===== src/rtl/tff_counter_pkg.sv =====
// ----------------------------------------------------------------------------
// tff_counter_pkg
//
// Purpose : Shared definitions for the T flip-flop based counter family.
//           Holds the mode encoding and the helper that decides where a
//           counter lands when it runs into one of its limits.
//
// Contents:
//   mode_e        - operating mode encoding (TOGGLE / UP / DOWN / LOAD)
//   MODE_WIDTH    - width of the mode field on the counter port list
//   limitTarget() - value reached when counting past a limit, for either
//                   saturating or modulo behaviour
// ----------------------------------------------------------------------------
package tff_counter_pkg;

    localparam int MODE_WIDTH = 2;

    typedef enum logic [MODE_WIDTH-1:0] {
        MODE_TOGGLE = 2'd0,
        MODE_UP     = 2'd1,
        MODE_DOWN   = 2'd2,
        MODE_LOAD   = 2'd3
    } mode_e;

    // Value the counter moves to when it is already sitting on the limit
    // in its counting direction. Saturating counters stay on the limit;
    // modulo counters jump to the opposite end of the 0..maxVal range.
    function automatic int unsigned limitTarget(
        input int unsigned maxVal,
        input bit          saturate,
        input bit          countUp
    );
        int unsigned result;
        if (countUp) begin
            result = saturate ? maxVal : 0;
        end else begin
            result = saturate ? 0 : maxVal;
        end
        return result;
    endfunction

endpackage : tff_counter_pkg


===== src/rtl/tff_counter_cell.sv =====
// ----------------------------------------------------------------------------
// tff_cell
//
// Purpose : Single-bit T flip-flop. The stored bit inverts on a rising clock
//           edge whenever the toggle input is high and holds otherwise.
//
// Ports:
//   clk   - clock, state changes on the rising edge
//   reset - asynchronous active-low reset, clears the bit to 0
//   t_i   - toggle enable
//   q_o   - stored bit
// ----------------------------------------------------------------------------
module tff_cell (
    input  logic clk,
    input  logic reset,
    input  logic t_i,
    output logic q_o
);

    logic bit_q;

    // The cell can only flip or hold; there is deliberately no data input,
    // so every change of state is expressed as a toggle by the parent.
    always_ff @(posedge clk or negedge reset) begin
        if (!reset) begin
            bit_q <= 1'b0;
        end else if (t_i) begin
            bit_q <= ~bit_q;
        end
    end

    assign q_o = bit_q;

endmodule : tff_cell


===== src/rtl/tff_counter.sv =====
// ----------------------------------------------------------------------------
// tff_counter
//
// Purpose : Parametrised counter / toggle register built from WIDTH T
//           flip-flop cells. The desired next value is computed from the
//           current state and the selected mode, then converted into per-bit
//           toggle enables (q ^ next) that drive the cells.
//
// Parameters:
//   WIDTH    - counter width in bits (>= 1)
//   MAX      - highest legal count value (1 .. 2**WIDTH-1)
//   SATURATE - 0: wrap modulo MAX+1, 1: stop at 0 / MAX
//
// Ports:
//   clk      - clock, rising edge
//   reset    - asynchronous active-low reset (q = 0, wrap = 0)
//   en       - advance when high, hold when low
//   clear    - synchronous clear to 0, overrides en and mode
//   mode     - 0 TOGGLE, 1 UP, 2 DOWN, 3 LOAD
//   t_vec    - per-bit toggle mask for TOGGLE mode
//   load_val - value taken in LOAD mode (clamped to MAX)
//   q        - counter state
//   wrap     - registered one-cycle pulse after a modulo wrap
//   at_limit - combinational: q==MAX in UP, q==0 in DOWN, else 0
// ----------------------------------------------------------------------------
module tff_counter
    import tff_counter_pkg::*;
#(
    parameter int WIDTH    = 4,
    parameter int MAX      = (2 ** WIDTH) - 1,
    parameter int SATURATE = 0
) (
    input  logic                  clk,
    input  logic                  reset,
    input  logic                  en,
    input  logic                  clear,
    input  logic [MODE_WIDTH-1:0] mode,
    input  logic [WIDTH-1:0]      t_vec,
    input  logic [WIDTH-1:0]      load_val,
    output logic [WIDTH-1:0]      q,
    output logic                  wrap,
    output logic                  at_limit
);

    localparam logic [WIDTH-1:0] MaxVal    = WIDTH'(MAX);
    localparam logic [WIDTH-1:0] UpTarget  = WIDTH'(limitTarget(MAX, SATURATE != 0, 1'b1));
    localparam logic [WIDTH-1:0] DnTarget  = WIDTH'(limitTarget(MAX, SATURATE != 0, 1'b0));
    localparam logic             WrapsAtLimit = (SATURATE == 0);

    mode_e            modeSel;
    logic [WIDTH-1:0] state_q;
    logic [WIDTH-1:0] state_d;
    logic [WIDTH-1:0] toggleVal;
    logic [WIDTH-1:0] toggle;
    logic             wrap_q;
    logic             wrap_d;

    assign modeSel   = mode_e'(mode);
    assign toggleVal = state_q ^ t_vec;

    // Next-state selection. Priority is clear, then hold, then mode.
    // Clamping comparisons are zero-extended by one bit so they stay
    // meaningful even when MAX is the all-ones value of the width.
    always_comb begin
        state_d = state_q;
        wrap_d  = 1'b0;
        if (clear) begin
            state_d = '0;
        end else if (en) begin
            case (modeSel)
                MODE_TOGGLE: begin
                    if ({1'b0, toggleVal} > {1'b0, MaxVal}) begin
                        state_d = MaxVal;
                    end else begin
                        state_d = toggleVal;
                    end
                end
                MODE_UP: begin
                    // Anything at or above MAX is treated as sitting on MAX.
                    if ({1'b0, state_q} >= {1'b0, MaxVal}) begin
                        state_d = UpTarget;
                        wrap_d  = WrapsAtLimit;
                    end else begin
                        state_d = state_q + WIDTH'(1);
                    end
                end
                MODE_DOWN: begin
                    if (state_q == '0) begin
                        state_d = DnTarget;
                        wrap_d  = WrapsAtLimit;
                    end else begin
                        state_d = state_q - WIDTH'(1);
                    end
                end
                MODE_LOAD: begin
                    if ({1'b0, load_val} > {1'b0, MaxVal}) begin
                        state_d = MaxVal;
                    end else begin
                        state_d = load_val;
                    end
                end
                default: begin
                    state_d = state_q;
                end
            endcase
        end
    end

    // Each cell flips exactly the bits that differ between the current
    // and the desired state, so the cells always land on state_d.
    assign toggle = state_q ^ state_d;

    for (genvar i = 0; i < WIDTH; i++) begin : gCell
        tff_cell uCell (
            .clk   (clk),
            .reset (reset),
            .t_i   (toggle[i]),
            .q_o   (state_q[i])
        );
    end

    // Wrap pulse is registered so it lines up with the wrapped q value.
    always_ff @(posedge clk or negedge reset) begin
        if (!reset) begin
            wrap_q <= 1'b0;
        end else begin
            wrap_q <= wrap_d;
        end
    end

    // Limit indication depends on the mode currently applied, not on the
    // mode that produced the present state.
    always_comb begin
        at_limit = 1'b0;
        case (modeSel)
            MODE_UP:   at_limit = (state_q == MaxVal);
            MODE_DOWN: at_limit = (state_q == '0);
            default:   at_limit = 1'b0;
        endcase
    end

    assign q    = state_q;
    assign wrap = wrap_q;

endmodule : tff_counter

===== config.mk =====
export PLATFORM = sky130hd
export DESIGN_NAME = tff_counter
export DESIGN_NICKNAME = d
export VERILOG_FILES = /design/src/rtl/tff_counter_pkg.sv /design/src/rtl/tff_counter_cell.sv /design/src/rtl/tff_counter.sv
export SDC_FILE = /design/constraint.sdc
export NUM_CORES = 1
export LEC_CHECK = 0
export CORE_UTILIZATION = 28
export DETAILED_ROUTE_END_ITERATION = 12
export PLACE_DENSITY = 0.65
export SYNTH_ARGS = -nofsm -noshare
export SYNTH_HDL_FRONTEND = slang
export SYNTH_SLANG_ARGS = --single-unit

===== constraint.sdc =====
create_clock -name clk -period 3.12 [get_ports clk]
set_input_delay 0.624 -clock clk [delete_from_list [all_inputs] [get_ports clk]]
set_output_delay 0.624 -clock clk [all_outputs]
set_load 0.005 [all_outputs]

# == After elaboration in Yosys (flattened, before gate mapping) ==
# Index checks and enable logic that the tools add are counted.
# op_classes
addsub,2
n_lt_le_gt_ge,1
eq_ne,4
muxes,11
bitwise,6
reduce_logical,2
# op_table
op,n
$mux 4,4
$pmux 4 s4,1
$xor 4x4->4,2
$add 4x1->4 const B,1
$eq 2x2->1 const B,2
$eq 4x4->1 const B,1
$ge 4x4->1 const B,1
$logic_not 4->1,1
$mux 1,4
$not 1->1,4
$pmux 1 s2,2
$sub 4x1->4 const B,1
$eq 2x1->1 const B,1
$logic_not 2->1,1
# word_totals
register_bits,5
in_bits,14
output_inout_bits,6
elab_cells,31

# == Longest topological paths before layout ==
# Gate-level depths: netlist (run 1).
# logic_depth
ltp_word,6
depth_mapped,6
depth_no_buf,6

# == Modules after synthesis ==
# A second synthesis (run 1) with hierarchy kept.
# unflattened
cells_unflattened,69
area_unflattened_um2,625.6
# modules_own_cells
module,instances,cells_per_inst,area_each_um2,seq_area_each_um2
tff_counter,1,61,490.5,25.0
tff_cell,4,2,33.8,25.0

# == Worst setup path before layout (run 1) ==
# No wires, ideal clock.
# synth_path
path_kind,input to output
from,input port mode[0]
to,output port at_limit
arrival_time_ps,1342
required_ps,2496
setup_slack_ps,1154
path_stages,5
n_path_buf,0
path_cell_list,inv_1 ha_1 nor4bb_4 a41oi_2 nor2b_2
# synth_via
elab_chain_cells,2
# synth_rtl
element,line,rtl
from (decl),tff_counter.sv:37,"input logic [MODE_WIDTH-1:0] mode,"
$eq 2x2->1 / $eq 2x1->1 (equally long branches),tff_counter.sv:135,case (modeSel)
$pmux 1 s2 *,tff_counter.sv:135,
to (decl),tff_counter.sv:42,output logic at_limit
# Mark *: on every way between the ends. The rest lies on a longest branch, timed or not.

# == Worst setup path after layout (run 1) ==
# Same ends and word-level chain as after synthesis.

==> results of run 1 <==
[worst max-delay path, stage by stage]
cell and delay [ns]:
clkdlybuf4s50_1 0.45, inv_1 0.10, ha_1 0.17, nor4bb_4 0.25
a41oi_2 0.07, nor2b_2 0.15, clkdlybuf4s50_1 0.51
[per-stage QoR]
step / instances / hold slack (ns) / utilization
6_report: 110 / 0.599 / 0.400
5_1_grt: 110 / 0.598 / 0.400
4_1_cts: 110 / 0.601 / 0.400
3_5_place_dp: 106 / 0.657 / 0.386
3_3_place_gp: 106 / 0.643 / 0.386
2_1_floorplan: 66 / 0.328 / -
[kinds of logic after synthesis]
group	after synthesis
fa+ha+maj	6
flops	5
xor+xnor	3
buf+inv	12
compound gates	22
mux	1
simple gates	17
[layer usage]
| layer | share of wire | track usage | vias up |
|---|---|---|---|
| li1 | - | - | 276 |
| met1 | 0.46 | 0.187 | 246 |
| met2 | 0.47 | 0.208 | 26 |
| met3 | 0.067 | 0.0340 | 0 |
| met4 | 0 | 0.0667 | 0 |
| met5 | 0 | 0 | - |
[report_power, final]
group / leakage (nW) / internal, mW / switching [mW]
Combinational: 0.241 / 0.0511 / 0.0342
Sequential: 0.0666 / 0.0698 / 0.0144
Clock: 0.0150 / 0.0486 / 0.0295
Total: 0.323 / 0.169 / 0.0781
[flip-flops by register name (all words and copies together) (netlist names)]
register	count
gCell.uCell.q_o	4
wrap	1
[area by class of cell]
| cell class | instances | area, um^2 |
|---|---|---|
| Sequential cell | 5 | 125 |
| Timing Repair Buffer | 20 | 198 |
| Clock buffer | 4 | 26.3 |
| Multi-Input combinational cell | 49 | 390 |
| Tap cell | 27 | 33.8 |
| Fill cell | 201 | 1190 |
| Inverter | 5 | 18.8 |
[path summary, 6_finish.rpt]
kind                       slack (ns)                 end          startpoint
setup / recovery                 0.17            at_limit             mode[0]
max in group asynchronous        2.32                wrap               reset
min in group clk                 0.66  gCell[1].uCell.q_o  gCell[1].uCell.q_o
hold reg to reg                  0.66  gCell[1].uCell.q_o  gCell[1].uCell.q_o
setup reg to reg                 1.42  gCell[1].uCell.q_o  gCell[0].uCell.q_o
hold / removal                   0.60  gCell[3].uCell.q_o               reset
[synth_stat cells, drive strengths merged]
library cell and n:
a2111oi 1, a211oi 3, a21boi 1, a21oi 4
a221o 1, a221oi 1, a41o 1, a41oi 1
and2 1, and3b 1, buf 6, clkbuf 1
dfrtp 5, ha 6, inv 5, mux2 1
nand2b 3, nand3 4, nor2 4, nor2b 1
nor3 2, nor4bb 1, o211ai 1, o21ai 5
o21bai 1, o221ai 1, o41a 1, xor2 3
==> impl_metrics.json, run 1 <==
{
  "cts_sinks": 5,
  "clk_pin_slew_ns": 0.05,
  "tns_ns": 0,
  "synth_xor_area_frac": 0.0445,
  "synth_top_cell_by_area": "dfrtp_1",
  "worstPathRequired_ns": 2.50,
  "finalHoldViolCount": 0,
  "total_power_mw": 0.247,
  "clk_latency_ns": 0.25,
  "start_kind": "primary input",
  "yosys-top-cells-area": "dfrtp_1 21%, ha_1 13%, buf_4 5.1%",
  "synthAdderAreaFrac": 0.127,
  "leakage_nw": 0.323,
  "root_buffer": "clkbuf_4",
  "p_per_area_nw_per_um2": 312,
  "fin_area_um2": 792,
  "synth_mux_area_frac": 0.0191,
  "synth_compound_area_frac": 0.280,
  "postCtsSetupBuffers": 0,
  "rsz0062_at_grt": "false",
  "vias_per_cell": 4.98,
  "outcome": "complete, no violations",
  "antenna_left": 0,
  "hpwl_um": 1050,
  "cp.arrival_ns": 2.32,
  "yosysWarnings": 0,
  "dpl_worst_slack_ns": 0.174,
  "synthSimpleGateAreaFrac": 0.191,
  "relSlewSlack": 0.720,
  "ctsHtreeMaxLevel": 1,
  "critical_path_class": "primary input to output pin",
  "grt_pass1_wl_um": 2150,
  "path_max_fanout": 3,
  "antenna_found_initial": 0,
  "postCtsHoldBufs": 0,
  "syn2layout_area_growth_pct": 34.1,
  "die_area_um2": 2300,
  "numPortBuffers": 19,
  "netlist_area_um2": 591,
  "die_h_um": 47.9,
  "layout_setup_ws_ns": 0.171,
  "initial_core_util": 0.298,
  "layout_common_cells": "19 x clkdlybuf4s50_1, 6 x ha_1, 5 x inv_1, 5 x o21ai_0, 5 x dfrtp_1",
  "grt_max_degree": 13,
  "reg2regPathDepth": 5,
  "drcViolationCount": 0,
  "cts_inserted_buffers": 3,
  "routedWlPerCell_um": 12.7,
  "yosysSeqAreaShare": 0.212,
  "layout_commonest_cell": "clkdlybuf4s50_1",
  "synth_top_area_frac": 0.212,
  "synth_nets": 86,
  "cts-resized-gates": 0,
  "antenna_cells": 0,
  "ys_ff_latch": 5,
  "pin_count": 20,
  "die_w_um": 47.9,
  "gp_congestion": 0.718,
  "peakVddDrop_mv": 0.184,
  "final_max_slew_viol_count": 0,
  "wl_um": 1390,
  "min_path_type": "primary input to async pin",
  "row_count": 16,
  "clk_path_buf_depth": 2,
  "cts_tree": "yes",
  "fin_nets": 104,
  "max_freq_mhz": 339,
  "coreArea_um2": 1980,
  "post_dp_cell_area_um2": 766,
  "worst_pin_slew_ns": 0.419,
  "syn_inst": 66,
  "grt_use_total": 0.139,
  "num_vias": 548,
  "min_period_ns": 2.95,
  "clock_skew_ns": 0.00352,
  "gr-total-overflow": 0,
  "cp-end-kind": "output pin",
  "drive_above_1_share": 0.108,
  "cap_violations": 0,
  "grt_pass1_vias": 474,
  "synth_top_family_by_area": "compound AO/OA/AOI/OAI gates",
  "drt-initial-drc-count": 13,
  "synth.distinct_cells": 29,
  "avgSynthCellArea_um2": 8.95,
  "period_share": 0.945,
  "first_pass_iters": 4,
  "setup_viol": 0
}
Note: power is estimated with default switching activity, not from simulation.
==> run 2, diff against run 1 <==
--- a/config.mk
+++ b/config.mk
@@ -6,8 +6,9 @@
 export NUM_CORES = 1
 export LEC_CHECK = 0
 export CORE_UTILIZATION = 28
+export CTS_CLUSTER_SIZE = 30
 export DETAILED_ROUTE_END_ITERATION = 12
-export PLACE_DENSITY = 0.65
+export PLACE_DENSITY = 0.64
 export SYNTH_ARGS = -nofsm -noshare
 export SYNTH_HDL_FRONTEND = slang
 export SYNTH_SLANG_ARGS = --single-unit
==> run 2 against run 1 <==
Effect of this change: first-iteration DRC count decreased by 23%; sequential power about the same; clock skew up 0.00073 ns; core utilization unchanged; routed wire length fell by 4.0%; count of clock-buffer cells in the layout is the same; critical endpoint unchanged; critical path depth is the same; global-route usage grew 0.35 points; combinational power decreased by 1%.
==> impl_metrics.json, run 2 (same netlist as run 1, synthesis figures left out) <==
{
  "setup_viol": 0,
  "drt-initial-drc-count": 10,
  "largest_register_ffs": 4,
  "postCtsSetupBuffers": 0,
  "gp_congestion": 0.721,
  "pin_count": 20,
  "peakVddDrop_mv": 0.223,
  "leakage_nw": 0.323,
  "initial_core_util": 0.298,
  "reg2regPathDepth": 5,
  "layout_common_cells": "19 x clkdlybuf4s50_1, 6 x ha_1, 5 x inv_1, 5 x o21ai_0, 5 x dfrtp_1",
  "drcViolationCount": 0,
  "cts_tree": "yes",
  "coreArea_um2": 1980,
  "max_freq_mhz": 338,
  "grt_use_total": 0.143,
  "tns_ns": 0,
  "vias_per_cell": 4.89,
  "antenna_cells": 0,
  "path_max_fanout": 3,
  "drive_above_1_share": 0.108,
  "clk_pin_slew_ns": 0.05,
  "total_power_mw": 0.245,
  "antenna_left": 0,
  "fin_util": 0.400,
  "fin_nets": 104,
  "p_per_area_nw_per_um2": 310,
  "period_share": 0.948,
  "grt_pass1_wl_um": 2230,
  "layout_commonest_cell": "clkdlybuf4s50_1",
  "clk_path_buf_depth": 2,
  "syn2layout_area_growth_pct": 34.1,
  "min_path_type": "primary input to async pin",
  "first_pass_iters": 4,
  "grt_max_degree": 13,
  "cap_violations": 0,
  "antenna_found_initial": 0,
  "worstPathRequired_ns": 2.50,
  "cts_inserted_buffers": 3,
  "routedWlPerCell_um": 12.2,
  "final_max_slew_viol_count": 0,
  "die_w_um": 47.9,
  "gr-total-overflow": 0,
  "root_buffer": "clkbuf_4",
  "wl_um": 1340,
  "hpwl_um": 1030,
  "numPortBuffers": 19,
  "rsz0062_at_grt": "false",
  "min_period_ns": 2.96,
  "die_h_um": 47.9,
  "clock_skew_ns": 0.00425,
  "clk_latency_ns": 0.25,
  "relSlewSlack": 0.713,
  "cts_sinks": 5,
  "postCtsHoldBufs": 0,
  "start_kind": "primary input",
  "outcome": "complete, no violations",
  "grt_pass1_vias": 490,
  "finalHoldViolCount": 0,
  "row_count": 16,
  "cp-end-kind": "output pin",
  "die_area_um2": 2300,
  "worst_pin_slew_ns": 0.430,
  "cp.arrival_ns": 2.34,
  "critical_path_class": "primary input to output pin",
  "ctsHtreeMaxLevel": 1,
  "num_vias": 538,
  "cts-resized-gates": 0
}
==> run 2: final cells by class <==
cell class | instances | area, um^2
Clock buffer | 4 | 26.3
Timing Repair Buffer | 20 | 198
Fill cell | 192 | 1190
Sequential cell | 5 | 125
Multi-Input combinational cell | 49 | 390
Tap cell | 27 | 33.8
Inverter | 5 | 18.8
==> run 2: metal layers <==
| layer | part of all wire | GRT usage |
|---|---|---|
| met1 | 0.46 | 0.186 |
| met2 | 0.49 | 0.211 |
| met3 | 0.055 | 0.0604 |
| met4 | 0 | 0.0500 |
| met5 | 0 | 0 |
==> run 2: power breakdown <==
part / leakage [nW] / switching (mW) / internal, mW
logic: 0.241 / 0.0334 / 0.0509
clock network: 0.0150 / 0.0287 / 0.0485
registers: 0.0666 / 0.0142 / 0.0698
==> run 2: through the flow <==
| stage | setup slack [ns] | cell area [um^2] | hold WS [ns] | instances |
|---|---|---|---|---|
| global placement | 0.197 | 766 | 0.641 | 106 |
| CTS | 0.144 | 792 | 0.604 | 110 |
| global route | 0.0290 | 792 | 0.601 | 110 |
| floorplan | 1.15 | 591 | 0.328 | 66 |
| detailed placement | 0.158 | 766 | 0.663 | 106 |
| finish | 0.161 | 792 | 0.607 | 110 |
==> run 2: path summary, 6_finish.rpt <==
kind	start	to	slack, ns
max in group asynchronous	reset	gCell[0].uCell.q_o	2.31
setup / recovery	mode[0]	at_limit	0.16
hold reg to reg	gCell[1].uCell.q_o	gCell[1].uCell.q_o	0.67
hold / removal	reset	gCell[2].uCell.q_o	0.61
setup reg to reg	gCell[0].uCell.q_o	gCell[1].uCell.q_o	1.46
min in group clk	gCell[1].uCell.q_o	gCell[1].uCell.q_o	0.67
==> run 2: worst max-delay path, cell delays in order <==
cell,delay [ns]
clkdlybuf4s50_1,0.46
inv_1,0.10
ha_1,0.17
nor4bb_4,0.27
a41oi_2,0.07
nor2b_2,0.15
clkdlybuf4s50_1,0.51
